`src/rtl/tdm_pkg.sv`:
```
// Shared types and constants for the TDM demultiplexer.
// Optional frame counter: TDM_DEMUX_FRAME_CNT_EN.
package tdm_pkg;

  typedef enum logic {
    ST_HUNT   = 1'b0,
    ST_LOCKED = 1'b1
  } state_e;

  localparam int FRAME_CNT_W = 16;

  function automatic int clog2(input int v);
    int r;
    r = 0;
    for (int i = 0; i < 32; i++) begin
      if ((1 << r) < v) r++;
    end
    return r;
  endfunction

endpackage

```
`src/rtl/tdm_demux_if.sv`:
```
// Stream-in / channels-out bundle of the TDM demultiplexer.
// frame_cnt exists only with TDM_DEMUX_FRAME_CNT_EN.
interface tdm_demux_if
  import tdm_pkg::*;
#(
  parameter int NUM_CH = 2,
  parameter int DATA_W = 1
);
  logic [DATA_W-1:0]        din;
  logic                     din_valid;
  logic                     frame_sync;
  logic [NUM_CH*DATA_W-1:0] ch_data;
  logic [NUM_CH-1:0]        ch_valid;
  logic                     frame_done;
  logic                     locked;
  logic                     sync_err;
`ifdef TDM_DEMUX_FRAME_CNT_EN
  logic [FRAME_CNT_W-1:0]   frame_cnt;
`endif

  modport master (
    output din,
    output din_valid,
    output frame_sync,
`ifdef TDM_DEMUX_FRAME_CNT_EN
    input  frame_cnt,
`endif
    input  ch_data,
    input  ch_valid,
    input  frame_done,
    input  locked,
    input  sync_err
  );

  modport slave (
    input  din,
    input  din_valid,
    input  frame_sync,
`ifdef TDM_DEMUX_FRAME_CNT_EN
    output frame_cnt,
`endif
    output ch_data,
    output ch_valid,
    output frame_done,
    output locked,
    output sync_err
  );
endinterface

```
`src/rtl/tdm_ch_counter.sv`:
```
// Modulo-NUM_CH channel counter with clear, load-to-1 and increment.
// Wraps at NUM_CH-1 so non-power-of-two sizes never reach a bad index.
module tdm_ch_counter #(
  parameter int NUM_CH = 2,
  parameter int CH_W   = 1
) (
  input  logic            clk,
  input  logic            rst_n,
  input  logic            clr,
  input  logic            load1,
  input  logic            inc,
  output logic [CH_W-1:0] cnt,
  output logic            last
);
  logic [CH_W-1:0] cnt_q, cnt_d;

  assign last = (cnt_q == CH_W'(NUM_CH - 1));
  assign cnt  = cnt_q;

  always_comb begin
    cnt_d = cnt_q;
    if (clr)        cnt_d = '0;
    else if (load1) cnt_d = CH_W'(1);
    else if (inc)   cnt_d = last ? '0 : cnt_q + CH_W'(1);
  end

  always_ff @(posedge clk or negedge rst_n) begin
    if (!rst_n) cnt_q <= '0;
    else        cnt_q <= cnt_d;
  end
endmodule

```
`src/rtl/tdm_demux.sv`:
```
// Round-robin TDM demultiplexer aligned by a channel-0 frame sync.
// Optional 16-bit frame counter: TDM_DEMUX_FRAME_CNT_EN.
module tdm_demux
  import tdm_pkg::*;
#(
  parameter int NUM_CH = 2,
  parameter int DATA_W = 1
) (
  input logic        clk,
  input logic        rst_n,
  tdm_demux_if.slave bus
);
  localparam int CH_W = clog2(NUM_CH);

  state_e                   state_q, state_d;
  logic [NUM_CH*DATA_W-1:0] data_q, data_d;
  logic [NUM_CH-1:0]        valid_q, valid_d;
  logic                     fd_q, fd_d;
  logic                     se_q, se_d;
  logic                     inc, load1, last;
  logic [CH_W-1:0]          cnt;
  logic                     take_sync, take_data;

  tdm_ch_counter #(
    .NUM_CH (NUM_CH),
    .CH_W   (CH_W)
  ) u_cnt (
    .clk   (clk),
    .rst_n (rst_n),
    .clr   (1'b0),
    .load1 (load1),
    .inc   (inc),
    .cnt   (cnt),
    .last  (last)
  );

  assign take_sync = bus.din_valid
                   & bus.frame_sync;
  assign take_data = bus.din_valid
                   & ~bus.frame_sync
                   & (state_q == ST_LOCKED);

  always_comb begin
    state_d = state_q;
    data_d  = data_q;
    valid_d = '0;
    fd_d    = 1'b0;
    se_d    = 1'b0;
    inc     = 1'b0;
    load1   = 1'b0;
    unique case (1'b1)
      take_sync: begin
        load1              = 1'b1;
        data_d[DATA_W-1:0] = bus.din;
        valid_d[0]         = 1'b1;
        // a sync inside a frame truncates it
        se_d    = (state_q == ST_LOCKED)
                & (cnt != '0);
        state_d = ST_LOCKED;
      end
      take_data: begin
        inc = 1'b1;
        data_d[int'(cnt)*DATA_W +: DATA_W] = bus.din;
        valid_d[cnt] = 1'b1;
        fd_d         = last;
      end
      default: ;
    endcase
  end

  always_ff @(posedge clk or negedge rst_n) begin
    if (!rst_n) begin
      state_q <= ST_HUNT;
      data_q  <= '0;
      valid_q <= '0;
      fd_q    <= 1'b0;
      se_q    <= 1'b0;
    end else begin
      state_q <= state_d;
      data_q  <= data_d;
      valid_q <= valid_d;
      fd_q    <= fd_d;
      se_q    <= se_d;
    end
  end

`ifdef TDM_DEMUX_FRAME_CNT_EN
  logic [FRAME_CNT_W-1:0] fcnt_q, fcnt_d;

  always_comb begin
    fcnt_d = fcnt_q;
    if (fd_d) fcnt_d = fcnt_q + FRAME_CNT_W'(1);
  end

  always_ff @(posedge clk or negedge rst_n) begin
    if (!rst_n) fcnt_q <= '0;
    else        fcnt_q <= fcnt_d;
  end

  assign bus.frame_cnt = fcnt_q;
`endif

  assign bus.ch_data    = data_q;
  assign bus.ch_valid   = valid_q;
  assign bus.frame_done = fd_q;
  assign bus.sync_err   = se_q;
  assign bus.locked     = (state_q == ST_LOCKED);
endmodule
```
`src/flat_wrapper.sv`:
```
// flat-port wrapper written by rule: the top's interface ports become plain ports
module tdm_demux_flat import tdm_pkg::*;
#(
  parameter int NUM_CH = 2,
  parameter int DATA_W = 1
)
  (clk, rst_n, bus_din, bus_din_valid, bus_frame_sync, bus_ch_data, bus_ch_valid, bus_frame_done, bus_locked, bus_sync_err);
  tdm_demux_if #(.NUM_CH(NUM_CH), .DATA_W(DATA_W)) bus_i ();
  input logic clk;
  input logic rst_n;
  input wire logic [$bits(bus_i.din)-1:0] bus_din;
  input wire logic [$bits(bus_i.din_valid)-1:0] bus_din_valid;
  input wire logic [$bits(bus_i.frame_sync)-1:0] bus_frame_sync;
  output wire logic [$bits(bus_i.ch_data)-1:0] bus_ch_data;
  output wire logic [$bits(bus_i.ch_valid)-1:0] bus_ch_valid;
  output wire logic [$bits(bus_i.frame_done)-1:0] bus_frame_done;
  output wire logic [$bits(bus_i.locked)-1:0] bus_locked;
  output wire logic [$bits(bus_i.sync_err)-1:0] bus_sync_err;
  assign bus_i.din = bus_din;
  assign bus_i.din_valid = bus_din_valid;
  assign bus_i.frame_sync = bus_frame_sync;
  assign bus_ch_data = bus_i.ch_data;
  assign bus_ch_valid = bus_i.ch_valid;
  assign bus_frame_done = bus_i.frame_done;
  assign bus_locked = bus_i.locked;
  assign bus_sync_err = bus_i.sync_err;
  tdm_demux #(.NUM_CH(NUM_CH), .DATA_W(DATA_W)) u_core (.clk(clk), .rst_n(rst_n), .bus(bus_i));
endmodule
```
`config.mk`:
```
export PLATFORM = sky130hd
export DESIGN_NAME = tdm_demux_flat
export DESIGN_NICKNAME = d
export VERILOG_FILES = /design/src/rtl/tdm_pkg.sv /design/src/rtl/tdm_demux_if.sv /design/src/rtl/tdm_ch_counter.sv /design/src/rtl/tdm_demux.sv /design/src/flat_wrapper.sv
export SDC_FILE = /design/constraint.sdc
export NUM_CORES = 1
export LEC_CHECK = 0
export CORE_AREA = 5 5 42 44
export CTS_BUF_LIST = sky130_fd_sc_hd__clkbuf_4
export DETAILED_ROUTE_END_ITERATION = 12
export DIE_AREA = 0 0 47 49
export PLACE_DENSITY_LB_ADDON = 0.1
export SLEW_MARGIN = 0
export SYNTH_ARGS = -nofsm -noshare
export SYNTH_HDL_FRONTEND = slang
export SYNTH_HIERARCHICAL = 1
export SYNTH_SLANG_ARGS = --single-unit
```
`constraint.sdc`:
```
create_clock -name clk -period 1.7 [get_ports clk]
set_clock_uncertainty 0.2 [all_clocks]
set_input_delay 0.17 -clock clk [delete_from_list [all_inputs] [get_ports clk]]
set_output_delay 0.17 -clock clk [all_outputs]
set_load 0.01 [all_outputs]
```
Word level (Yosys, flattened, before mapping)
Cells that the tools add are included.
{ "totals": {"elab_cells": 34, "register_bits": 8, "out_inout_bits": 7} }
{ "classes": {"shift": 2, "bitwise": 5, "n_reduce_logical": 3, "n_mux": 13, "n_addsub": 2, "magnitude_cmp": 2} }
{ "op_table": {"columns": ["cell", "count"], "rows": [
  ["1-bit negator with 33-bit output", 1],
  ["1-bit by 33-bit variable shift with 2-bit output, first input constant", 1],
  ["1-bit by 33-bit indexed part select with 2-bit output", 1],
  ["1-bit two-way mux", 9],
  ["1-bit AND", 4],
  ["1-bit case mux with 2 select lines", 2],
  ["2-bit nonzero test", 2],
  ["2-bit bitwise mux", 1],
  ["1-bit by 2-bit less-than comparator with 1-bit output, second input constant", 1],
  ["1-bit adder, second input constant", 1],
  ["1-bit demux with 1-bit select", 1],
  ["1-bit greater-or-equal comparator, second input constant", 1],
  ["1-bit logical AND", 1],
  ["1-bit NOT", 1]
]} }

Depth between registers and ports, before layout
{ "depth": {"depth_word": 6, "ltp_mapped": 3} }

Hierarchy
The synthesis kept the hierarchy.
{ "modules_own_cells": {"columns": ["module", "cells_each", "instances", "area_each_um2"], "rows": [
  ["tdm_demux", 18, 1, 265.3],
  ["tdm_ch_counter", 5, 1, 50.0]
]} }

Worst setup path before layout
OpenSTA, ideal clock, no wires.
{ "synth_timing": {"path_type": "register to register", "startpoint": "reg u_core.state_q, in the netlist u_core/bus.locked", "endpoint": "reg u_core.data_q[1], in the netlist u_core/bus.ch_data[1]", "stages_incl_launch_ff": 4, "slack_ns": 0.310, "arrival_time_ns": 1.065, "required_time_ns": 1.375, "setup_ns": 0.125, "period_less_slack_ns": 1.390, "cell_sequence": "dfrtp_1 -> and3b_1 -> and2_4 -> mux2_4"} }
{ "synth_via": {"elab_chain_cells": 1} }
{ "synth_rtl": {"columns": ["item", "line", "text"], "rows": [
  ["from (decl)", "tdm_demux.sv:15", "state_e state_q, state_d;"],
  ["from (signal assigned)", "tdm_demux.sv:79", "state_q <= state_d;"],
  ["1-bit AND", "tdm_demux.sv:41", "& (state_q == ST_LOCKED);"],
  ["to (signal assigned)", "tdm_demux.sv:80", "data_q <= data_d;"],
  ["to (decl)", "tdm_demux.sv:16", "logic [NUM_CH*DATA_W-1:0] data_q, data_d;"]
]} }
No other way between the ends.
A chain may end at the register's enable or synchronous reset.

Worst setup path in the final report
{ "layout_timing": {"startpoint": "reg u_core.state_q, in the netlist u_core/bus.locked", "endpoint": "out bus_locked"} }
{ "layout_lines": {"columns": ["item", "line", "text"], "rows": [
  ["to (decl)", "flat_wrapper.sv:17", "output wire logic [$bits(bus_i.locked)-1:0] bus_locked;"]
]} }
No word-level cell between the ends.

==> results list <==
- The run finished with clean final reports.
- Die area: 2300 um2
* List of cells traversed by the critical path: clkdlybuf4s50_1
* Sort of element at the end of the critical path: primary output
- The tightest min-delay check is of the primary input to asynchronous set/reset pin type.
* Crit Path Class: register to primary output
- Critical path startpoint category: register
- Peak supply drop: ~0.38 mV
- Layout Nets: 43
- Timing would allow up to 0.644 GHz.
- Layout overhead on the synthesized area: 46.0%
- Post-route design area: 460 um2
- Synthesis-stage register bit count: 8
- Ratio of routed vias to standard cells: 3.75
* Commonest non-fill, non-tap cell in the layout: clkdlybuf4s50_1
- By area, the combinational part of the netlist is dominated by simple AND/OR/NAND/NOR gates.
* CTS Buffer Depth: 2
- Global-route wire length before repair: 917 um
- In the finished design, the share of the clock period the worst path needs comes to 0.914.
- Entering global routing, the biggest net connects 9 pins.
* Share of synthesized area occupied by flip-flops and latches: 0.635
- Of all nets on the critical path, the largest fanout is 5.
* Mapped Area: between 300 and 400 um2
* Post-cts repair resize count: 0
* Cell family with the largest share of critical-path delay: buffers and inverters
- Total nets after synthesis: 28
* Site Rows: 14
- Clk_lat worst skew: ~0.24 ns
- Post-synthesis compound-gate area fraction: 0.0437
* Buffer and inverter count on the worst path: 1
* Xor/xnor cell area share of the yosys netlist: 0.0278
- Die width: 47 um
- In this run the mean area of a mapped cell was between 10 and 15 um2.
- Fraction of synthesized cell area taken by the top area cell type: 0.635
- Of the total synthesized cell area, the portion taken by AND, OR, NAND and NOR gates is 0.163.
* Remaining antenna violation count after routing: 0
* Standard cell area after detailed placement: 438 um2
- Number of endpoints with negative hold slack in the final report: 0
* Hold Slack: about 0.00011 ns
- Across all layers, the routed design uses 195 vias.
- Yosys printed 6 warnings.
* CTS tree: yes
- Highest cell delay on the worst timing path: 0.55 ns
* Quantity of I/O buffers inserted on ports: 11
- In this run the vertical extent of the chip is 49 um.
- The slowest stage of the critical path is the clkdlybuf4s50_1 cell.
- After clock tree synthesis, the clock-pin slew on the worst setup and hold paths is 0.05 ns.
- Number of maximum-capacitance violations: 0
* Fraction of layout instances using a drive strength above 1: 0.250
- Crit path DAT: 1.18 ns
- Of the total synthesized cell area, the portion taken by full adders, half adders and majority gates is 0.
* Required time worst endpoint: around 1.3 ns
* Post-layout minimum cycle time: 1.55 ns
* Highest-count cells in the layout ignoring fill and taps: clkdlybuf4s50_1 (11), dfrtp_1 (8), clkbuf_4 (3), and2_2 (2)
* Total wire length: 526 um
* DRC viols: 0
* Number of iterations in the first detailed-routing pass: 2
* Power per standard cell area: 965 nW/um2
- For this configuration, the core starts out at a cell density of 0.225.
* Number of buffers added by the clock tree synthesis step: 3
- Setup violations remaining at the end of the flow were counted as 0.
* I/O pin count: 12
* CTS H-Tree Depth: 1
- The number of different library cells used by synthesis comes to 15.
- The clock net in this run drives a total of 8 sinks.
- In the global route stage, overall resource usage came out at 0.0595.
- The total overflow left after global routing is 0.
- Dividing the detail-routed wire length by the instance count gives about 10 um.
- Drt initial violations: 1
- Synthesis handed over a netlist of 23 instances.
- The floorplan step defined a core boundary enclosing between 1000 and 1500 um2.
- Mux cell area share after synthesis: 0.0833
- Ranked by total cell area, the synthesized netlist is headed by dfrtp_1 (63%), and2_2 (4.8%), mux2_4 (4.8%), mux2_1 (3.6%), and2_4 (2.8%).
- Post-CTS timing repair inserted 0 buffers for setup.
* Count of inserted antenna diode cells: 0
- Number of antenna violations at the first check in global routing: 0
* Library cell with the largest summed area after synthesis: dfrtp_1
- The via count of the first global-routing pass is 205.
- Static leakage power: about 0.20 nW
- The tree is rooted in a clkbuf_4.
- Setup repair after global routing left no endpoint under its margin.
- Cts hold-fix bufs: 0
* Number of pins with negative max-slew slack in the final report: 0
- Total negative slack for setup checks: 0 ns
- Placer congestion estimate: 0.639
[area by class of cell]
class,count,area [um2]
repair buffers,11,110
clock buffers,3,22.5
inverters,1,3.75
multi-input cells,13,104
fillers,149,941
well taps,16,20.0
flip-flops and latches,8,200
[where the power goes]
part	switching [W]	total [W]	internal (W)
Clock	0.0000600	0.000140	0.0000805
Sequential	0.00000966	0.000219	0.000209
Combinational	0.0000289	0.0000849	0.0000561
[cells by family (layout without fill, tap and decap cells)]
| family | Yosys count | in the layout |
|---|---|---|
| flops | 8 | 8 |
| compound gates | 2 | 2 |
| other cells | 1 | 1 |
| mux | 2 | 2 |
| simple gates | 7 | 7 |
| buf+inv | 2 | 15 |
| xor+xnor | 1 | 1 |
[sequential cells by signal (all words and copies together) (netlist names)]
signal,flops
u_core/bus.locked,1
u_core/u_cnt/cnt,1
u_core/bus.ch_data,2
u_core/bus.frame_done,1
u_core/bus.sync_err,1
u_core/bus.ch_valid,2
[stage by stage]
stage	power (W)	utilization	setup WS, ns	instances
detailed placement	0.000309	0.313	0.0453	49
floorplan	0.000261	-	0.310	23
global placement	0.000307	0.313	0.0533	49
finish	0.000444	0.329	0.146	52
global route	0.000477	0.329	0.0875	52
CTS	0.000456	0.329	0.136	52
[cells in the mapped netlist]
cell type / instances
mux2_1: 1
conb_1: 1
and2_4: 1
and3b_1: 1
nor2b_1: 1
buf_4: 1
and3_1: 1
dfrtp_1: 8
mux2_4: 1
xnor2_1: 1
and2_2: 2
o21a_2: 1
inv_1: 1
or2_2: 1
a21oi_1: 1
[final timing paths]
check | start | end | slack, ns | depth (start not counted)
worst max-delay path | u_core/bus.locked | bus_locked | 0.15 | 1
worst min-delay path | rst_n | u_core/bus.sync_err | 0.0001 | 1
worst max register to register | u_core/bus.locked | u_core/bus.ch_data[1] | 0.30 | 3
worst min register to register | u_core/bus.ch_data[0] | u_core/bus.ch_data[0] | 0.29 | 1
max in group asynchronous | rst_n | u_core/bus.ch_data[0] | 1.04 | 1
min in group clk | u_core/bus.ch_data[0] | u_core/bus.ch_data[0] | 0.29 | 1
[metal layers]
layer | global-route usage | wire (um)
met4 | 0.0553 | 0
met3 | 0.0221 | 55
met5 | 0 | 0
met1 | 0.0852 | 229
met2 | 0.0633 | 240
Power figures use the tool's default switching activity.
